`src/rtl/module_width_conv_if.sv`:
```
// module_width_conv_if: word-in / slice-out handshake bundle for module_width_conv
interface module_width_conv_if #(parameter int IN_W = 64, parameter int OUT_W = 8, parameter int DEPTH = 4);
  logic strobe_in;
  logic [IN_W-1:0] input_data;
  logic msb_first;
  logic req_data;
  logic ready;
  logic strobe_out;
  logic [OUT_W-1:0] data_out;
  logic data_end;
  logic [$clog2(DEPTH+1)-1:0] fifo_level;
  logic overflow;
  modport master (
    output strobe_in, input_data, msb_first, req_data,
    input ready, strobe_out, data_out, data_end, fifo_level, overflow
  );
  modport slave (
    input strobe_in, input_data, msb_first, req_data,
    output ready, strobe_out, data_out, data_end, fifo_level, overflow
  );
endinterface

```
`src/rtl/module_width_conv.sv`:
```
// module_width_conv: FIFO-buffered wide-to-narrow serializer with per-word slice order
module module_width_conv #(
  parameter int IN_W = 64,
  parameter int OUT_W = 8,
  parameter int DEPTH = 4
) (
  input logic clk,
  input logic reset_n,
  module_width_conv_if.slave bus
);
  localparam int RATIO = IN_W / OUT_W;
  localparam int AW = $clog2(DEPTH);
  localparam int LW = $clog2(DEPTH + 1);
  localparam int IW = $clog2(RATIO);
  typedef enum logic {IDLE, SHIFT} state_t;
  state_t state, state_nxt;
  logic [IN_W-1:0] mem [DEPTH];
  logic [AW-1:0] wr_ptr, rd_ptr;
  logic [LW-1:0] level;
  logic [IN_W-1:0] word;
  logic msb;
  logic [IW-1:0] idx, sel;
  logic [OUT_W-1:0] slice, data_q;
  logic emit, last, pop, push, strobe_q, end_q, overflow_q;
  always_comb begin
    state_nxt = state;
    emit = state == SHIFT && bus.req_data;
    last = idx == IW'(RATIO - 1);
    // Reloading on the last slice keeps back-to-back words gap-free
    pop = (state == IDLE || (emit && last)) && level != '0;
    push = bus.strobe_in && (level != LW'(DEPTH) || pop);
    state_nxt = pop ? SHIFT : (emit && last) ? IDLE : state;
    sel = msb ? IW'(RATIO - 1) - idx : idx;
    slice = OUT_W'(word >> (sel * OUT_W));
  end
  always_ff @(posedge clk)
    if (!reset_n) state <= IDLE;
    else state <= state_nxt;
  always_ff @(posedge clk)
    if (!reset_n) begin
      wr_ptr <= '0;
      rd_ptr <= '0;
      level <= '0;
      idx <= '0;
      strobe_q <= 1'b0;
      end_q <= 1'b0;
      data_q <= '0;
      overflow_q <= 1'b0;
    end else begin
      if (push) begin
        mem[wr_ptr] <= bus.input_data;
        wr_ptr <= wr_ptr + 1'b1;
      end
      if (pop) begin
        word <= mem[rd_ptr];
        msb <= bus.msb_first;
        rd_ptr <= rd_ptr + 1'b1;
      end
      level <= level + LW'(push) - LW'(pop);
      idx <= pop ? '0 : emit ? idx + 1'b1 : idx;
      overflow_q <= overflow_q | (bus.strobe_in & ~push);
      strobe_q <= emit;
      end_q <= emit && last;
      if (emit) data_q <= slice;
    end
  assign bus.ready = state == SHIFT;
  assign bus.strobe_out = strobe_q;
  assign bus.data_out = data_q;
  assign bus.data_end = end_q;
  assign bus.fifo_level = level;
  assign bus.overflow = overflow_q;
endmodule

```
`src/flat_wrapper.sv`:
```
// flat-port wrapper written by rule: the top's interface ports become plain ports
module module_width_conv_flat 
#(
  parameter int IN_W = 64,
  parameter int OUT_W = 8,
  parameter int DEPTH = 4
)
  (clk, reset_n, bus_strobe_in, bus_input_data, bus_msb_first, bus_req_data, bus_ready, bus_strobe_out, bus_data_out, bus_data_end, bus_fifo_level, bus_overflow);
  module_width_conv_if #(.IN_W(IN_W), .OUT_W(OUT_W), .DEPTH(DEPTH)) bus_i ();
  input logic clk;
  input logic reset_n;
  input wire logic [$bits(bus_i.strobe_in)-1:0] bus_strobe_in;
  input wire logic [$bits(bus_i.input_data)-1:0] bus_input_data;
  input wire logic [$bits(bus_i.msb_first)-1:0] bus_msb_first;
  input wire logic [$bits(bus_i.req_data)-1:0] bus_req_data;
  output wire logic [$bits(bus_i.ready)-1:0] bus_ready;
  output wire logic [$bits(bus_i.strobe_out)-1:0] bus_strobe_out;
  output wire logic [$bits(bus_i.data_out)-1:0] bus_data_out;
  output wire logic [$bits(bus_i.data_end)-1:0] bus_data_end;
  output wire logic [$bits(bus_i.fifo_level)-1:0] bus_fifo_level;
  output wire logic [$bits(bus_i.overflow)-1:0] bus_overflow;
  assign bus_i.strobe_in = bus_strobe_in;
  assign bus_i.input_data = bus_input_data;
  assign bus_i.msb_first = bus_msb_first;
  assign bus_i.req_data = bus_req_data;
  assign bus_ready = bus_i.ready;
  assign bus_strobe_out = bus_i.strobe_out;
  assign bus_data_out = bus_i.data_out;
  assign bus_data_end = bus_i.data_end;
  assign bus_fifo_level = bus_i.fifo_level;
  assign bus_overflow = bus_i.overflow;
  module_width_conv #(.IN_W(IN_W), .OUT_W(OUT_W), .DEPTH(DEPTH)) u_core (.clk(clk), .reset_n(reset_n), .bus(bus_i));
endmodule
```
`config.mk`:
```
export PLATFORM = sky130hd
export DESIGN_NAME = module_width_conv_flat
export DESIGN_NICKNAME = d
export VERILOG_FILES = /design/src/rtl/module_width_conv_if.sv /design/src/rtl/module_width_conv.sv /design/src/flat_wrapper.sv
export SDC_FILE = /design/constraint.sdc
export NUM_CORES = 1
export LEC_CHECK = 0
export BUFFER_PORTS_ARGS = -buffer_cell sky130_fd_sc_hd__clkbuf_2
export CELL_PAD_IN_SITES_DETAIL_PLACEMENT = 0
export CELL_PAD_IN_SITES_GLOBAL_PLACEMENT = 1
export CORE_MARGIN = 1
export CORE_UTILIZATION = 48
export DETAILED_ROUTE_END_ITERATION = 10
export GPL_ROUTABILITY_DRIVEN = 0
export PLACE_DENSITY_LB_ADDON = 0.1
export SYNTH_ARGS = -nofsm -noshare
export SYNTH_HDL_FRONTEND = slang
export SYNTH_SLANG_ARGS = --single-unit
```
`constraint.sdc`:
```
create_clock -name clk -period 3.08 [get_ports clk]
set_input_delay 0.308 -clock clk [delete_from_list [all_inputs] [get_ports clk]]
set_output_delay 0.308 -clock clk [all_outputs]
set_load 0.05 [all_outputs]
```
==> impl_metrics.py <==
metrics = {
    "detailed_routing": {
        "post_drt_wl_per_cell_um": 22.6,
        "ant_nets": 0,
        "drc": 0,
        "num_vias": 6616,
        "drtPass1Iterations": 5,
        "drtIter0Drc": 570,
        "wl_um": 26100,
        "via_per_inst": 5.73,
    },
    "timing": {
        "grt_setup_unrepaired": "no",
        "drv_slew": 0,
        "maxSlewHeadroom": 0.553,
        "min_period_over_period": 0.817,
        "setup_tns_ns": 0,
        "fmax_mhz": 397,
        "tightest_slew_ns": 0.670,
        "fin_crit_ns": 2.52,
        "hold_violations": 0,
        "skew_ns": 0.0197,
        "setup_viol_count_final": 0,
    },
    "grt": {
        "grt_max_degree": 49,
        "grt_pass1_wl_um": 40900,
        "antenna_found_initial": 0,
        "grt_pass1_vias": 6962,
        "grt_overflow": 0,
        "grt.total_usage": 0.194,
    },
    "synth": {
        "postSynthAreaPerCell_um2": 20.4,
        "syn_nets": 735,
        "synth_edf_count": 321,
        "ys_seq_area_frac": 0.754,
        "synthArstFlopShare": 0,
        "synthTopCellsByCount": "edfxtp_1 (321), mux4_2 (72), a22oi_1 (30), nand2_1 (30), dfxtp_1 (22)",
        "synth_area_leaders": "edfxtp_1 (72%), mux4_2 (12%), dfxtp_1 (3.3%)",
        "synth_ff_type": "edfxtp_1",
        "yosys.area.top_type": "edfxtp_1",
        "synthesis.area_um2": 13400,
        "synth-seq-cells": 343,
        "ys_types": 45,
        "synth.most_common_cell": "edfxtp_1",
        "netlist.area_leader.share": 0.721,
        "ys_warn_count": 0,
        "postSynthCellCount": 657,
    },
    "clocking": {
        "cts_tree": "done",
        "hold_buffers": 4,
        "cts_root_buf": "clkbuf_16",
        "htreeDepth": 2,
        "clkSinkCount": 343,
        "cts.repair.resized": 0,
        "cts_made_buffers": 36,
        "clk_latency_ns": 0.52,
        "clkSlewWorstSetupHoldPaths_ns": 0.06,
        "post-cts-setup-buffers": 0,
        "clk_path_buf_depth": 3,
    },
    "placed_design": {
        "dpl.cell_count": 1090,
        "io_buffer_count": 83,
        "hpwl_um": 16400,
    },
    "worst_setup_path": {
        "crit_path_start_kind": "flop",
        "crit_fanout": 6,
        "cp-end-kind": "flop",
        "required_ns": 3.48,
        "criticalPathCategory": "flop to flop",
        "worstPathArrival_ns": 2.91,
    },
    "floorplan": {
        "fp.dieArea_um2": 28500,
        "die_w_um": 169,
        "core-area_um2": 27200,
        "num_rows": 60,
        "fp.dieH_um": 169,
        "ios": 84,
        "initial_core_util": 0.492,
    },
    "power_and_ir_drop": {
        "leakagePower_uw": 0.00498,
        "ir_drop_v": 0.000439,
        "power-per-cell-area_nw_per_um2": 781,
    },
    "cells_and_area": {
        "stdcell_count": 1155,
        "final_layout_size_suffix_gt1_frac": 0.300,
        "nets": 838,
        "fillCellCount": 2109,
        "insertedDiodeCount": 0,
        "area_growth_pct": 14.7,
    },
    "min_path": {
        "hp-class": "primary input to flop",
    },
    "outcome": {
        "outcome": "complete, no violations",
    },
    "flow_run": {
        "drv_cap": 0,
    },
}
==> cell usage in the layout, fill, tap and decap left out, types with 3 or more instances in the layout <==
cell type,count
dfxtp_1,20
inv_1,7
buf_4,11
a22oi_1,30
a211oi_1,5
edfxtp_1,321
nor2_1,3
clkbuf_16,37
o21a_1,8
nand3b_1,8
nor2b_1,4
mux4_2,72
o21ai_0,9
clkbuf_2,83
buf_12,7
a21oi_1,18
and3_2,4
a311oi_1,8
xnor2_1,4
or3b_1,8
a211oi_2,3
ha_1,8
and2_1,8
a221o_1,16
clkbuf_1,9
clkinv_1,9
dlygate4sd3_1,4
nand2_1,30
==> worst paths after layout <==
path / from / to / slack [ns] / cells past startpoint
worst max-delay path: u_core.idx[0] / u_core.bus.fifo_level[2] / 0.56 / 12
worst min-delay path: bus_input_data[16] / u_core.mem[3][16] / 0.008 / 1
worst max register to register: u_core.idx[0] / u_core.bus.fifo_level[2] / 0.56 / 12
worst min register to register: u_core.bus.overflow / u_core.bus.overflow / 0.54 / 2
==> report_power, final <==
part	internal, uW	switching [uW]
clock	2280	1630
sequential	5690	346
combinational	943	1100
total	8910	3070
==> registers in the layout, indices dropped and copies added, names as in the netlist <==
signal	flops
u_core.bus.data_end	1
u_core.bus.data_out	8
u_core.bus.fifo_level	3
u_core.bus.overflow	1
u_core.bus.ready	1
u_core.bus.strobe_out	1
u_core.idx	3
u_core.mem	256
u_core.msb	1
u_core.rd_ptr	2
u_core.word	64
u_core.wr_ptr	2
==> final cells by class <==
cell class	instances	area [um^2]	share of cell area
Tap cell	372	465	0.0303
Sequential cell	343	10100	0.657
Clock inverter	15	101	0.00661
Clock buffer	46	960	0.0625
Timing Repair Buffer	105	678	0.0442
Multi-Input combinational cell	265	3020	0.197
Inverter	9	33.8	0.00220
==> stage by stage <==
stage / util / total power (uW) / setup slack, ns / area (um^2) / hold WS [ns]
after floorplan: - / 7510 / 0.0395 / 13400 / 0.407
after global placement: 0.524 / 8160 / 0.603 / 14200 / 0.509
after detailed placement: 0.524 / 8200 / 0.566 / 14200 / 0.533
after CTS: 0.565 / 12100 / 0.563 / 15300 / 0.00182
after global routing: 0.565 / 12500 / 0.367 / 15300 / 0.00315
final: 0.565 / 12000 / 0.564 / 15300 / 0.00781
==> logic make-up (layout without fill, tap and decap cells) <==
logic type | Yosys count | in the layout | synth area share
DFF | 343 | 343 | 0.754
AOI/OAI and AO/OA | 103 | 103 | 0.0591
and+or+nand+nor | 74 | 74 | 0.0313
muxes | 73 | 73 | 0.122
buffers and inverters | 49 | 175 | 0.0211
adders and majority gates | 9 | 9 | 0.00898
xor gates and xnor gates | 6 | 6 | 0.00393
==> worst max-delay path, stage by stage (launching register included) <==
cell and delay [ns]:
dfxtp_1 0.32, ha_1 0.20, ha_1 0.20, a21boi_1 0.15, buf_4 0.16, nor2_1 0.08, ha_1 0.29, inv_1 0.04
ha_1 0.18, fa_1 0.38, xnor2_1 0.15, xnor2_1 0.12, and2_1 0.15
==> routing by layer <==
metal  global-route usage  vias up  part of all wire
met4               0.0565        0             0.022
met5                    0        -                 0
met2                0.298      180              0.47
met3               0.0330       43             0.045
met1                0.286     3446              0.47
li1                     -     2947                 -
Power figures use the tool's default switching activity.
